### src/rtl/rev_addr_seq_pkg.sv
// Shared definitions for the bit-reversal address sequencer: default geometry
// and the controller state encoding.
package rev_addr_seq_pkg;

    localparam int SEQ_DEPTH = 240;
    localparam int SEQ_AW    = 8;
    localparam int SEQ_DW    = 9;

    typedef enum logic [1:0] {
        IDLE  = 2'd0,
        RUN   = 2'd1,
        DRAIN = 2'd2,
        FIN   = 2'd3
    } seq_state_t;

    function automatic logic len_legal(input int l, input int depth);
        return (l >= 1) && (l <= depth);
    endfunction

endpackage

### src/rtl/rev_addr_seq_if.sv
// Control, ROM-read and output-stream signals of the sequencer, bundled for
// the block boundary.
interface rev_addr_seq_if #(
    parameter int AW = rev_addr_seq_pkg::SEQ_AW,
    parameter int DW = rev_addr_seq_pkg::SEQ_DW
);
    logic          start;
    logic [AW-1:0] len;
    logic          busy;
    logic          done;
    logic          err;
    logic          rom_en;
    logic [AW-1:0] rom_addr;
    logic [DW-1:0] rom_dout;
    logic          out_valid;
    logic          out_ready;
    logic [DW-1:0] out_data;
    logic [AW-1:0] out_idx;
    logic          out_last;

    modport slave (
        input  start, len, rom_dout, out_ready,
        output busy, done, err, rom_en, rom_addr,
               out_valid, out_data, out_idx, out_last
    );

    modport master (
        output start, len, rom_dout, out_ready,
        input  busy, done, err, rom_en, rom_addr,
               out_valid, out_data, out_idx, out_last
    );
endinterface

### src/rtl/rev_skid_fifo.sv
// Two-entry fall-through FIFO: a write into an empty FIFO is visible at the
// head in the same cycle, so ROM data reaches the output without extra latency.
module rev_skid_fifo #(
    parameter int W = 8
) (
    input  logic         clk,
    input  logic         rst_n,
    input  logic         wr_en,
    input  logic [W-1:0] wr_data,
    input  logic         rd_en,
    output logic         rd_valid,
    output logic [W-1:0] rd_data,
    output logic [1:0]   count
);
    logic [1:0][W-1:0] mem;
    logic              wp, rp;
    logic [1:0]        cnt;
    logic              empty, push, drop;

    assign empty    = (cnt == 2'd0);
    assign rd_valid = !empty || wr_en;
    // Head reads as zero when nothing is valid so idle outputs stay clean.
    assign rd_data  = !rd_valid ? '0 : (empty ? wr_data : mem[rp]);
    assign push     = wr_en && !(empty && rd_en);
    assign drop     = rd_en && !empty;
    assign count    = cnt;

    always_ff @(posedge clk or negedge rst_n) begin
        if (!rst_n) begin
            wp  <= 1'b0;
            rp  <= 1'b0;
            cnt <= 2'd0;
        end else begin
            if (push) wp <= ~wp;
            if (drop) rp <= ~rp;
            cnt <= cnt + {1'b0, push} - {1'b0, drop};
        end
    end

    always_ff @(posedge clk) begin
        if (push) mem[wp] <= wr_data;
    end

endmodule

### src/rtl/rev_addr_seq.sv
// Walks an external reorder-table ROM from address 0 to len-1 and streams the
// entries out with their index, under ready/valid backpressure.
module rev_addr_seq
    import rev_addr_seq_pkg::*;
#(
    parameter int DEPTH = SEQ_DEPTH,
    parameter int AW    = SEQ_AW,
    parameter int DW    = SEQ_DW
) (
    input  logic          clk,
    input  logic          rst_n,
    rev_addr_seq_if.slave bus
);
    localparam int FW = 1 + AW + DW;

    seq_state_t    state;
    logic [AW-1:0] len_q, addr_q, idx_q;
    logic          inflight_q, err_pend, busy_q, done_q, err_q;
    logic          issue, pop, fifo_valid;
    logic [1:0]    occ;
    logic [FW-1:0] wr_word, head;

    assign pop     = fifo_valid & bus.out_ready;
    assign wr_word = {(idx_q == len_q - AW'(1)), idx_q, bus.rom_dout};

    // Buffered + in-flight words, net of this cycle's pop, must leave room
    // for the word this read will deliver next cycle.
    always_comb begin
        issue = 1'b0;
        if (state == RUN)
            issue = (({1'b0, occ} + {2'b0, inflight_q} - {2'b0, pop}) < 3'd2);
    end

    always_ff @(posedge clk or negedge rst_n) begin
        if (!rst_n) begin
            state      <= IDLE;
            len_q      <= '0;
            addr_q     <= '0;
            idx_q      <= '0;
            inflight_q <= 1'b0;
            err_pend   <= 1'b0;
            busy_q     <= 1'b0;
            done_q     <= 1'b0;
            err_q      <= 1'b0;
        end else begin
            done_q     <= 1'b0;
            err_q      <= 1'b0;
            inflight_q <= issue;
            if (issue) idx_q <= addr_q;
            case (state)
                IDLE: if (bus.start) begin
                    len_q  <= bus.len;
                    addr_q <= '0;
                    busy_q <= 1'b1;
                    if (len_legal(int'(bus.len), DEPTH)) begin
                        state <= RUN;
                    end else begin
                        // Illegal length idles one DRAIN cycle so done/err
                        // land two cycles after the start, like a short run.
                        err_pend <= 1'b1;
                        state    <= DRAIN;
                    end
                end
                RUN: if (issue) begin
                    addr_q <= addr_q + AW'(1);
                    if (addr_q == len_q - AW'(1)) state <= DRAIN;
                end
                DRAIN: begin
                    if (err_pend) begin
                        err_pend <= 1'b0;
                        done_q   <= 1'b1;
                        err_q    <= 1'b1;
                        state    <= FIN;
                    end else if (pop && head[FW-1]) begin
                        done_q <= 1'b1;
                        state  <= FIN;
                    end
                end
                FIN: begin
                    busy_q <= 1'b0;
                    addr_q <= '0;
                    state  <= IDLE;
                end
                default: state <= IDLE;
            endcase
        end
    end

    rev_skid_fifo #(.W(FW)) u_fifo (
        .clk      (clk),
        .rst_n    (rst_n),
        .wr_en    (inflight_q),
        .wr_data  (wr_word),
        .rd_en    (pop),
        .rd_valid (fifo_valid),
        .rd_data  (head),
        .count    (occ)
    );

    assign bus.busy      = busy_q;
    assign bus.done      = done_q;
    assign bus.err       = err_q;
    assign bus.rom_en    = issue;
    assign bus.rom_addr  = addr_q;
    assign bus.out_valid = fifo_valid;
    assign bus.out_last  = head[FW-1];
    assign bus.out_idx   = head[DW +: AW];
    assign bus.out_data  = head[DW-1:0];

endmodule

### src/flat_wrapper.sv
// flat-port wrapper written by rule: the top's interface ports become plain ports
module rev_addr_seq_flat import rev_addr_seq_pkg::*;
#(
    parameter int DEPTH = SEQ_DEPTH,
    parameter int AW    = SEQ_AW,
    parameter int DW    = SEQ_DW
)
  (clk, rst_n, bus_start, bus_len, bus_rom_dout, bus_out_ready, bus_busy, bus_done, bus_err, bus_rom_en, bus_rom_addr, bus_out_valid, bus_out_data, bus_out_idx, bus_out_last);
  rev_addr_seq_if #(.AW(AW), .DW(DW)) bus_i ();
  input  logic clk;
  input  logic rst_n;
  input wire logic [$bits(bus_i.start)-1:0] bus_start;
  input wire logic [$bits(bus_i.len)-1:0] bus_len;
  input wire logic [$bits(bus_i.rom_dout)-1:0] bus_rom_dout;
  input wire logic [$bits(bus_i.out_ready)-1:0] bus_out_ready;
  output wire logic [$bits(bus_i.busy)-1:0] bus_busy;
  output wire logic [$bits(bus_i.done)-1:0] bus_done;
  output wire logic [$bits(bus_i.err)-1:0] bus_err;
  output wire logic [$bits(bus_i.rom_en)-1:0] bus_rom_en;
  output wire logic [$bits(bus_i.rom_addr)-1:0] bus_rom_addr;
  output wire logic [$bits(bus_i.out_valid)-1:0] bus_out_valid;
  output wire logic [$bits(bus_i.out_data)-1:0] bus_out_data;
  output wire logic [$bits(bus_i.out_idx)-1:0] bus_out_idx;
  output wire logic [$bits(bus_i.out_last)-1:0] bus_out_last;
  assign bus_i.start = bus_start;
  assign bus_i.len = bus_len;
  assign bus_i.rom_dout = bus_rom_dout;
  assign bus_i.out_ready = bus_out_ready;
  assign bus_busy = bus_i.busy;
  assign bus_done = bus_i.done;
  assign bus_err = bus_i.err;
  assign bus_rom_en = bus_i.rom_en;
  assign bus_rom_addr = bus_i.rom_addr;
  assign bus_out_valid = bus_i.out_valid;
  assign bus_out_data = bus_i.out_data;
  assign bus_out_idx = bus_i.out_idx;
  assign bus_out_last = bus_i.out_last;
  rev_addr_seq #(.DEPTH(DEPTH), .AW(AW), .DW(DW)) u_core (.clk(clk), .rst_n(rst_n), .bus(bus_i));
endmodule
### config.mk
export PLATFORM = sky130hd
export DESIGN_NAME = rev_addr_seq_flat
export DESIGN_NICKNAME = d
export VERILOG_FILES = /design/src/rtl/rev_addr_seq_pkg.sv /design/src/rtl/rev_addr_seq_if.sv /design/src/rtl/rev_skid_fifo.sv /design/src/rtl/rev_addr_seq.sv /design/src/flat_wrapper.sv
export SDC_FILE = /design/constraint.sdc
export NUM_CORES = 1
export LEC_CHECK = 0
export CAP_MARGIN = 20
export CORE_MARGIN = 2
export CORE_UTILIZATION = 45
export DETAILED_ROUTE_END_ITERATION = 7
export PLACE_DENSITY = 0.83
export SYNTH_ARGS = -nofsm -noshare
export SYNTH_HDL_FRONTEND = slang
export SYNTH_HIERARCHICAL = 1
export SYNTH_SLANG_ARGS = --single-unit
export TNS_END_PERCENT = 20
### constraint.sdc
create_clock -name clk -period 2.9 [get_ports clk]
set_input_delay 0.725 -clock clk [delete_from_list [all_inputs] [get_ports clk]]
set_output_delay 0.725 -clock clk [all_outputs]
set_load 0.02 [all_outputs]
==> results_dict.tcl <==
set metrics [dict create \
    met1_length_um 3360 \
    routed_wl_um 7980 \
    criticalPathCategory "flip-flop to primary output" \
    setup_viol 7 \
    cp_slowest_cell "dfrtp_1" \
    violations "setup timing" \
    switching_share 0.193 \
    synth_cell_types 48 \
    status "finished, violations left" \
    maxCapViolCount 0 \
    coreArea_sq_um 7810 \
    hold_start "u_core/u_fifo/wp$_DFFE_PN0P_" \
    async_flop_share 0.493 \
    synth_fa_ha_area_frac 0.0364 \
    rr_startpoint "u_core/len_q[1]$_DFFE_PN0P_" \
    combPwrFrac 0.024 \
    grt_usage 0.192 \
    layout_commonest_cell "buf_4" \
    synth_top_family_by_area "compound AO/OA/AOI/OAI gates" \
    synth_area_leaders "edfxtp_1 (30%), dfrtp_1 (24%), mux2i_1 (5.8%)" \
    min_path_cells 2 \
    layout.cells.non_filler 507 \
    grt-ovfl-total 0 \
    ys_warn_count 6 \
    num_antenna_cells 0 \
    dpl_worst_slack_ns -0.807 \
    rsz0062_at_grt "true" \
    cp_max_fo 5 \
    maxSlewViolCount 0 \
    synth_edf_count 36 \
    synth_xor_area_frac 0.0614 \
    die_y_um 94.0 \
    synth_area_sq_um 3650 \
    final_core_util 0.624 \
    die_w_um 94.0 \
    dp.cells 481 \
    p_per_area_nw_per_um2 388 \
    clock_skew_ns 0.00601 \
    synth.largest_area_cell "edfxtp_1" \
    start_util 0.467 \
    drive_above_1_share 0.281 \
    worst_slack_ns -0.453 \
    synth_cells 301 \
    area_delta_synth_final_pct 33.5 \
    cp_slowest_stage_delay_ns 0.39 \
    setup.worst_path.end_class "primary output" \
    highest_layer "met4" \
    vdd_drop_max_v 0.000293 \
    required_ns 2.17 \
    htree_num_levels 3 \
    dp_hpwl_um 5630 \
    wl_per_cell_um 15.7 \
    arrival_ns 2.63 \
    crit_chain "buf_4 -> nor3_4 -> nor3b_4 -> xnor2_1 -> a21oi_1 -> o21ai_1 -> a2111oi_2 -> buf_4 -> a211oi_2 -> a21oi_2 -> buf_4" \
    route.met2.wl_um 4130 \
    ys_seq_area_frac 0.536 \
    first_global_vias 2788 \
    first_iter_violations 133 \
    avgSynthCellArea_sq_um 12.1 \
    slew_headroom 0.436 \
    antenna_left 0 \
    fmax_mhz 298 \
    drc 0 \
    layout_common_cells "buf_4 (52), edfxtp_1 (36), dfrtp_1 (34), clkdlybuf4s50_1 (31), mux2i_1 (21)" \
    cts_tree "yes" \
    yosys.area_share.simple 0.0967 \
    r2r_cells 16 \
    internal-power_uw 1520 \
    critPathLaunchType "flip-flop" \
    p_switching_uw 366 \
    r2r_slack_ns -0.23 \
    path_clk_slew_ns 0.07 \
    synth.top_cell.area_share 0.296 \
    grt_max_degree 36 \
    num_rows 32 \
    port_buffers 51 \
    clockBufferDepth 2 \
    fin_crit_ns 3.35 \
    synth-main-ff-cell "edfxtp_1" \
    clk_latency_ns 0.34 \
    hold_path_class "flip-flop to flip-flop" \
    ys_seq_elements 71 \
    finalHoldViolCount 0 \
    vias 2717 \
    power_leakage_uw 0.00209 \
    clock_power_share 0.418 \
    met3_wirelength_um 350 \
    worst-slew-pin-transition_ns 0.845 \
    synth_fp_nets 332 \
    routabilityCongestion 0.790 \
    synth-compound-area-share 0.121 \
    rr_endpoint "u_core/state[0]$_DFFE_PN0P_" \
    critPathCapture "bus_out_last" \
    antenna_found_initial 0 \
    cts_buffers 9 \
    p_seq_frac 0.558 \
    dr.pass1.iters 4 \
    crit_start "u_core/len_q[1]$_DFFE_PN0P_" \
    grt_pass1_wl_um 12900 \
    die-area_sq_um 8840 \
    clock-root-buffer "clkbuf_8" \
    critical_path.most_common_cell "buf_4" \
    nets 431 \
    finalCritPeriodShare 1.16 \
    cts_sinks 71 \
    ios 52 \
    via_per_inst 5.36 \
    synth.area.mux_share 0.110 \
]
## Yosys cell counts (2+ instances only)
| master | number |
|---|---|
| o221ai_1 | 3 |
| mux2i_1 | 21 |
| nor4_1 | 2 |
| o31ai_1 | 4 |
| a21oi_1 | 20 |
| or2_2 | 4 |
| dfrtp_1 | 35 |
| and2_1 | 3 |
| buf_6 | 3 |
| mux2_2 | 16 |
| nand3_1 | 6 |
| nor3b_1 | 2 |
| inv_1 | 14 |
| nand2_1 | 14 |
| edfxtp_1 | 36 |
| xor2_1 | 8 |
| o21ai_0 | 16 |
| clkbuf_1 | 8 |
| a211oi_1 | 19 |
| nor2_1 | 9 |
| a31oi_1 | 2 |
| ha_1 | 9 |
| buf_2 | 3 |
| nand4_1 | 3 |
| xnor2_1 | 15 |
| nand2b_1 | 4 |
## what timing repair did
action	CTS	global route
hold buffers	0	0
pin swaps	11	3
resized for setup	32	3
setup endpoints to repair	21	12
buffers inserted	5	5
## per-stage QoR
| step | setup TNS (ns) | power, uW | cell area [sq um] | hold slack, ns |
|---|---|---|---|---|
| floorplan | -0.651 | 1080 | 3740 | 0.429 |
| global placement | -4.15 | 1120 | 4600 | 0.508 |
| detailed placement | -4.80 | 1120 | 4600 | 0.533 |
| CTS | -1.36 | 1910 | 4830 | 0.551 |
| global route | -3.01 | 1960 | 4870 | 0.590 |
| finish | -1.37 | 1890 | 4870 | 0.556 |
## layer usage
layer  up-vias  GRT usage
li1       1303          -
met1      1334      0.229
met2        67      0.339
met3        13     0.0465
met4         0     0.0616
met5         -          0
## how the worst min path moves through the flow
| stage | end | slack [ns] |
|---|---|---|
| final | u_core/u_fifo/wp$_DFFE_PN0P_ | 0.56 |
| after global routing | u_core/u_fifo/wp$_DFFE_PN0P_ | 0.59 |
| after CTS | u_core/u_fifo/wp$_DFFE_PN0P_ | 0.55 |
| after detailed placement | u_core/u_fifo/wp$_DFFE_PN0P_ | 0.53 |
| after global placement | u_core/u_fifo/wp$_DFFE_PN0P_ | 0.51 |
| after floorplan | u_core/bus.busy$_DFFE_PN0P_ | 0.43 |
## worst max-delay path, delay by kind of cell (launching register included)
kind	cells	cell delay [ns]
AO/OA/AOI/OAI	5	0.81
buffers and inverters	3	0.50
AND/OR/NAND/NOR	2	0.49
flip-flops	1	0.39
XOR/XNOR	1	0.10
## flip-flops by register name, indices dropped and copies added, names as in the netlist, 2 cells and up
register             count
u_core/u_fifo/mem       36
u_core/idx_q             8
u_core/len_q             8
u_core/state             2
u_core/bus.rom_addr      8
u_core/u_fifo/count      2
## layout make-up
| class | count | area [sq um] |
|---|---|---|
| multi-input combinational | 201 | 1650 |
| inverter | 14 | 55.1 |
| clock buffer | 13 | 159 |
| sequential | 71 | 1960 |
| clock inverter | 3 | 41.3 |
| tap | 102 | 128 |
| timing repair buffer | 103 | 881 |
| fill | 606 | 2940 |
## power by group through the flow
stage                     Sequential [uW]  Combinational (uW)  Clock, uW
after floorplan                      1080                3.04          0
after CTS                            1050                46.5        810
after detailed placement             1080                46.7          0
after global placement               1080                46.0          0
final                                1060                45.8        789
after global routing                 1050                50.0        860
## kinds of logic (layout without fill, tap and decap cells)
family / after synthesis / after routing
buf+inv: 29 / 133
mux: 38 / 38
fa+ha+maj: 10 / 10
simple gates: 60 / 60
xor+xnor: 24 / 24
flops: 71 / 71
compound gates: 69 / 69
No activity file was read; power rests on OpenSTA's default activity.
